## src/rtl/config_controller.sv

```systemverilog
// Configuration session controller: key authentication, two-step P/Q entry,
// atomic commit, with timeout, abort, range-error and brute-force lockout.
module config_controller #(
    parameter logic [7:0]  KEY_VALUE      = 8'b11000000,
    parameter int unsigned MAX_FAILS      = 3,
    parameter int unsigned TIMEOUT_CYCLES = 16,
    parameter logic [6:0]  P_DEFAULT      = 7'd0,
    parameter logic [6:0]  Q_DEFAULT      = 7'd0
) (
    input  logic       clock,
    input  logic       reset_n,
    input  logic       request,
    input  logic       confirm,
    input  logic [7:0] key,
    input  logic [7:0] inputData,
    output logic [6:0] dataP,
    output logic [6:0] dataQ,
    output logic       busy,
    output logic       cfg_valid,
    output logic       err,
    output logic       locked
);

    localparam int unsigned FAIL_W  = 3;
    localparam int unsigned TMO_W   = 8;

    localparam logic [2:0] IDLE   = 3'd0;
    localparam logic [2:0] LOAD_P = 3'd1;
    localparam logic [2:0] LOAD_Q = 3'd2;
    localparam logic [2:0] COMMIT = 3'd3;
    localparam logic [2:0] LOCKED = 3'd4;

    localparam logic [TMO_W-1:0]  TMO_LAST  = TMO_W'(TIMEOUT_CYCLES - 1);
    localparam logic [FAIL_W-1:0] FAIL_LIM  = FAIL_W'(MAX_FAILS);

    logic [2:0]        state;
    logic [2:0]        state_next;
    logic              req_q;
    logic              conf_q;
    logic [FAIL_W-1:0] fail_cnt;
    logic [FAIL_W-1:0] fail_next;
    logic [FAIL_W-1:0] fail_inc;
    logic [TMO_W-1:0]  tmo_cnt;
    logic [6:0]        shadow_p;
    logic              req_rise;
    logic              conf_rise;
    logic              in_load;
    logic              err_next;
    logic              cap_p;
    logic              cap_q;

    assign req_rise  = request & ~req_q;
    assign conf_rise = confirm & ~conf_q;
    assign in_load   = (state == LOAD_P) || (state == LOAD_Q);
    assign fail_inc  = FAIL_W'(fail_cnt + FAIL_W'(1));

    // Next-state and per-cycle actions; abort beats confirm beats timeout.
    always_comb begin
        state_next = state;
        fail_next  = fail_cnt;
        err_next   = 1'b0;
        cap_p      = 1'b0;
        cap_q      = 1'b0;
        case (state)
            IDLE: begin
                if (req_rise) begin
                    if (key == KEY_VALUE) begin
                        fail_next  = '0;
                        state_next = LOAD_P;
                    end else begin
                        err_next  = 1'b1;
                        fail_next = fail_inc;
                        if (fail_inc == FAIL_LIM) begin
                            state_next = LOCKED;
                        end
                    end
                end
            end
            LOAD_P, LOAD_Q: begin
                if (!request) begin
                    state_next = IDLE;
                end else if (conf_rise) begin
                    if (inputData[7]) begin
                        err_next   = 1'b1;
                        state_next = IDLE;
                    end else if (state == LOAD_P) begin
                        cap_p      = 1'b1;
                        state_next = LOAD_Q;
                    end else begin
                        cap_q      = 1'b1;
                        state_next = COMMIT;
                    end
                end else if (tmo_cnt == TMO_LAST) begin
                    err_next   = 1'b1;
                    state_next = IDLE;
                end
            end
            COMMIT:  state_next = IDLE;
            LOCKED:  state_next = LOCKED;
            default: state_next = IDLE;
        endcase
    end

    always_ff @(posedge clock) begin
        if (!reset_n) begin
            state     <= IDLE;
            req_q     <= 1'b0;
            conf_q    <= 1'b0;
            fail_cnt  <= '0;
            tmo_cnt   <= '0;
            shadow_p  <= '0;
            dataP     <= P_DEFAULT;
            dataQ     <= Q_DEFAULT;
            busy      <= 1'b0;
            cfg_valid <= 1'b0;
            err       <= 1'b0;
            locked    <= 1'b0;
        end else begin
            state    <= state_next;
            req_q    <= request;
            conf_q   <= confirm;
            fail_cnt <= fail_next;
            // Counter restarts whenever an entry state is (re)entered.
            if (in_load && (state_next == state)) begin
                tmo_cnt <= TMO_W'(tmo_cnt + TMO_W'(1));
            end else begin
                tmo_cnt <= '0;
            end
            if (cap_p) begin
                shadow_p <= inputData[6:0];
            end
            // Both set-points are published together, only on commit.
            if (cap_q) begin
                dataP <= shadow_p;
                dataQ <= inputData[6:0];
            end
            busy      <= (state_next == LOAD_P) || (state_next == LOAD_Q) ||
                         (state_next == COMMIT);
            cfg_valid <= (state_next == COMMIT);
            err       <= err_next;
            locked    <= (state_next == LOCKED);
        end
    end

endmodule
```

## config.mk

```make
export PLATFORM = sky130hd
export DESIGN_NAME = config_controller
export DESIGN_NICKNAME = d
export VERILOG_FILES = /design/src/rtl/config_controller.sv
export SDC_FILE = /design/constraint.sdc
export NUM_CORES = 1
export LEC_CHECK = 0
export CORE_ASPECT_RATIO = 0.9
export CORE_MARGIN = 1
export CORE_UTILIZATION = 44
export DETAILED_ROUTE_END_ITERATION = 16
export PLACE_DENSITY = 0.74
export SLEW_MARGIN = 15
export SYNTH_ARGS = -nofsm -noshare
export SYNTH_HDL_FRONTEND = slang
export SYNTH_SLANG_ARGS = --single-unit
export TNS_END_PERCENT = 50
```

## constraint.sdc

```tcl
create_clock -name clock -period 1.8 [get_ports clock]
set_input_delay 0.36 -clock clock [delete_from_list [all_inputs] [get_ports clock]]
set_output_delay 0.36 -clock clock [all_outputs]
set_load 0.01 [all_outputs]
```

; After elaboration in Yosys (flattened, before gate mapping)
; Cells that the tools add are included.
[totals]
ff_bits = 41
out_inout_bits = 18
word_cells = 64
[op_classes]
n_addsub = 2
eq_ne = 11
mux = 27
bitwise = 4
reduce_logical = 8
[ops]
columns = operator, count
row1 = $mux W3, 7
row2 = $mux W1, 17
row3 = $eq A3 B2 Y1 const B, 4
row4 = $pmux W3 S3, 1
row5 = $add A8 B1 Y8 const B, 1
row6 = $eq A8 B4 Y1 const B, 1
row7 = $eq A8 B8 Y1 const B, 1
row8 = $eq A3 B1 Y1 const B, 2
row9 = $eq A3 B3 Y1 const B, 2
row10 = $reduce_and A2 Y1, 2
row11 = $add A3 B1 Y3 const B, 1
row12 = $eq A3 B3 Y1, 1
row13 = $logic_not A3 Y1, 1
row14 = $logic_or A1 B1 Y1, 3
row15 = $and A1 B1 Y1, 2
row16 = $mux W2, 1
row17 = $not A1 Y1, 2
row18 = $pmux W1 S2, 1
row19 = $reduce_or A2 Y1, 1
row20 = $logic_and A1 B1 Y1, 1

; Longest topological paths before layout
[depth]
ltp_word = 9
mapped_depth = 7
depth_no_buf = 7

; Worst setup path after synthesis
; No wires, ideal clock.
[synth_path]
path_type = input to register
startpoint = input port inputData[7]
endpoint = register tmo_cnt[2]
arrival_time_ns = 1.695
required_time_ns = 1.673
slack_ns = -0.022
cell_stages = 6
cell_sequence = or3b_4 -> or4b_4 -> buf_6 -> nor4b_4 -> o211ai_2 -> nor2_1
[synth_via]
elab_chain_cells = 7
[synth_lines]
columns = item, line
row1 = from (decl), 15  ; input logic [7:0] inputData,
row2 = $mux W2, 83  ; if (inputData[7]) begin
row3 = $mux W3, 82  ; end else if (conf_rise) begin
row4 = $mux W3, 80  ; if (!request) begin
row5 = $pmux W3 S3, 64  ; case (state)
row6 = $eq A3 B3 Y1, 124  ; if (in_load && (state_next == state)) begin
row7 = $logic_and A1 B1 Y1, 124
row8 = $reduce_and A2 Y1 (no source line), --
row9 = to (signal assigned), 125  ; tmo_cnt <= TMO_W'(tmo_cnt + TMO_W'(1));
row10 = to (decl), 43  ; logic [TMO_W-1:0] tmo_cnt;
; Every way passes these cells.
; A chain may end at the register's enable or synchronous reset.

; Final worst setup path
[layout_path]
startpoint = register tmo_cnt[4]
endpoint = register busy
[layout_via]
elab_chain_cells = 8
[layout_lines]
columns = item, line
row1 = $eq A8 B4 Y1 *, 93  ; end else if (tmo_cnt == TMO_LAST) begin
row2 = $mux W3 *, 93
row3 = $mux W3 *, 82
row4 = $mux W3 *, 80
row5 = $pmux W3 S3 *, 64
row6 = $eq A3 B1 Y1 / $eq A3 B2 Y1 (equally long branches), 137  ; busy <= (state_next == LOAD_P) || (state_next == LOAD_Q) ||
row7 = $logic_or A1 B1 Y1, 137
row8 = $logic_or A1 B1 Y1 *, 137
row9 = to (signal assigned), 137
row10 = to (decl), 18  ; output logic busy,
; Every way passes the cells marked *; elsewhere a longest branch is shown, timed or not.

==> impl_metrics.py <==
metrics = {
    "run_status": {
        "status": "finished, final reports clean",
    },
    "setup_path": {
        "rr_worst_depth": 6,
        "cp-end-kind": "flop",
        "critPathSlowestCell": "or4_1",
        "worstPathRequired_ns": 1.97,
        "cp.arrival_ns": 1.95,
        "slowest_delay_ns": 0.58,
        "worst-r2r-setup-slack_ns": 0.02,
        "crit_start": "tmo_cnt[4]",
        "crit_chain": "or4_1, nor2_1, nor3_1, buf_4, a211oi_2, a21oi_1",
        "crit_type": "flop to flop",
        "reg2reg_to": "busy",
        "start_kind": "flop",
        "cp_max_fo": 3,
        "worstReg2RegStart": "tmo_cnt[4]",
    },
    "timing": {
        "report.final.slew_viol_count": 0,
        "min_period_over_period_pct": 99.04,
        "rsz0062_at_grt": "yes",
        "fin_skew_ns": 0.002696,
        "final-setup-viol-count": 0,
        "worst_pin_slew_ns": 0.3615,
        "relSlewSlack_pct": 75.75,
        "hold_viol": 0,
        "finalSetupTns_ns": 0,
        "fmax_mhz": 560.9,
        "layout_min_cycle_time_ns": 1.783,
    },
    "power_and_ir_drop": {
        "ir_drop_mv": 0.5900,
        "power.density_nw_per_um2": 684.1,
        "p_leak_nw": 0.9359,
    },
    "floorplanning": {
        "core_sq_um": 3503,
        "initial_core_util_pct": 47.82,
        "die_x_um": 67.05,
        "die_area_sq_um": 4059,
        "rows": 20,
        "io_pins": 38,
        "dieHeight_um": 60.54,
    },
    "finish": {
        "final_area_sq_um": 2365,
        "nets": 274,
        "drive_gt1_share_pct": 17.86,
        "antenna_cells": 0,
        "area_delta_synth_final_pct": 41.15,
    },
    "clock_tree": {
        "cts_num_sinks": 41,
        "cts_hold_buf": 0,
        "root_buffer": "clkbuf_8",
        "h-tree-depth": 2,
        "cts_setup_buffers": 0,
        "clk_path_buf_depth": 2,
        "cts_tree": "done",
        "cts_made_buffers": 5,
        "clkTransAtPathRegs_ns": 0.07,
        "clk_latency_ns": 0.29,
    },
    "place": {
        "dp_hpwl_mm": 2.430,
        "place.gp.congestion": 0.7818,
        "placed_cell_area_sq_um": 2251,
        "io_buffers": 37,
    },
    "min_path": {
        "hold_depth": 1,
        "worstHoldStart": "tmo_cnt[0]",
        "whs_endpoint": "tmo_cnt[0]",
        "worstHoldPathType": "flop to flop",
    },
    "synth": {
        "ys_ff_latch": 41,
        "ys_warn_count": 0,
        "syn_avg_cell_area_sq_um": 8.818,
        "syn_inst": 190,
        "synth_nets": 213,
        "synth_seq_area_share_pct": 48.99,
        "synth_cell_types": 35,
        "netlist_area_sq_um": 1675,
    },
    "routing": {
        "drt_iter0_markers": 40,
        "vias": 1425,
        "via_per_inst": 4.814,
        "ant_nets": 0,
        "drc": 0,
        "wl_per_cell_um": 11.17,
        "firstDrtPassIters": 4,
        "drt-total-wl_mm": 3.306,
    },
    "global_route": {
        "grt_pass1_vias": 1313,
        "antenna_found_initial": 0,
        "grt_pass1_wl_mm": 5.437,
        "grt_max_degree": 30,
        "grt_overflow": 0,
        "track_usage_pct": 18.18,
    },
    "flow_run": {
        "maxCapViolCount": 0,
    },
}
## metal layers
layer / routed length, um / vias up / GRT usage, %
met1: 1588 / 640 / 21.68
met5: 0 / - / 0
met4: 58 / 0 / 8.815
met3: 101 / 8 / 4.699
met2: 1557 / 18 / 30.57
li1: - / 759 / -
## cell families after synthesis
kind of cell	share of synthesized area, %
xor+xnor	4.182
fa+ha+maj	2.241
flops	48.99
compound gates	10.23
simple gates	25.54
buf+inv	4.032
mux	4.780
## flip-flops by register name, summed over array words and instances (netlist names)
register   count
err            1
req_q          1
shadow_p       7
tmo_cnt        8
dataQ          7
conf_q         1
fail_cnt       3
busy           1
dataP          7
cfg_valid      1
state          3
locked         1
## worst max path at each step
stage	to	slack, ns	cells after the start
6_report	busy	0.02	6
5_1_grt	busy	-0.03	6
4_1_cts	busy	0.03	6
3_5_place_dp	tmo_cnt[3]	-0.45	7
3_3_place_gp	tmo_cnt[6]	-0.43	7
2_1_floorplan	tmo_cnt[0]	-0.004	6
## cells in the final DEF (no fill, tap or decap), types with 5 or more instances in the layout
| master | instances |
|---|---|
| xnor2_1 | 5 |
| clkdlybuf4s50_1 | 35 |
| a21oi_1 | 18 |
| clkbuf_8 | 5 |
| nor2_1 | 26 |
| dfxtp_1 | 40 |
| mux2i_1 | 8 |
| inv_1 | 6 |
| nand2_1 | 34 |
| buf_4 | 23 |
## worst max-delay path, delay by kind of cell (launching register included)
| kind | cells | cell delay (ns) |
|---|---|---|
| buffers and inverters | 1 | 0.14 |
| AND/OR/NAND/NOR | 3 | 0.75 |
| AO/OA/AOI/OAI | 2 | 0.43 |
| flip-flops | 1 | 0.32 |
## layout make-up
cell class | instances | area, sq um
Clock buffer | 5 | 68.82
Clock inverter | 3 | 17.52
Fill cell | 311 | 1139
Inverter | 6 | 22.52
Multi-Input combinational cell | 134 | 804.5
Sequential cell | 41 | 822.0
Tap cell | 44 | 55.05
Timing Repair Buffer | 63 | 574.3
## what timing repair did
| item | CTS | global route |
|---|---|---|
| cloned | 0 | 0 |
| resized for setup | 7 | 4 |
| pin swaps | 1 | 2 |
| endpoints found under the setup margin | 32 | 11 |
| endpoints found under the hold margin | 0 | 0 |
## synthesized netlist by cell type
master	instances	share of area (%)
mux2i_1	8	4.8
or2b_1	1	0.45
nor4_2	1	0.75
a22oi_1	1	0.45
inv_1	6	1.3
nor4bb_1	1	0.60
or4_1	3	1.3
or4b_4	1	0.82
xor2_1	3	1.6
and2_1	3	1.1
nor4_1	2	0.75
xnor2_1	5	2.6
nor4b_4	1	1.4
a211oi_1	3	1.3
clkbuf_1	4	0.90
buf_6	1	0.67
buf_1	1	0.22
o21ai_0	3	0.90
o211ai_1	1	0.45
or3b_4	1	0.67
nor2b_1	1	0.37
o211ai_2	1	0.75
ha_1	3	2.2
o31ai_1	1	0.45
a21oi_1	18	5.4
nand2b_1	1	0.37
nor3_1	3	0.90
nand2_1	34	7.6
nand3_1	2	0.60
nand3b_1	3	1.3
dfxtp_1	41	49
nor2_1	27	6.0
buf_2	3	0.90
a2111oi_0	1	0.52
or2_2	1	0.37
## per-stage QoR
step / total power, mW / hold WS, ns / setup slack (ns) / util (%) / cells
finish: 1.618 / 0.4457 / 0.01724 / 67.50 / 296
global route: 1.687 / 0.4744 / -0.03134 / 67.50 / 296
CTS: 1.638 / 0.4456 / 0.02535 / 67.25 / 296
detailed placement: 1.064 / 0.4354 / -0.4463 / 64.25 / 288
global placement: 1.063 / 0.4272 / -0.4267 / 64.25 / 288
floorplan: 0.9821 / 0.4179 / -0.004346 / - / 190
## power breakdown
| part | internal [mW] | switching [mW] |
|---|---|---|
| clock | 0.267 | 0.307 |
| sequential | 0.915 | 0.00412 |
| combinational | 0.0756 | 0.0494 |
| total | 1.26 | 0.360 |
Note: power is estimated with default switching activity, not from simulation.
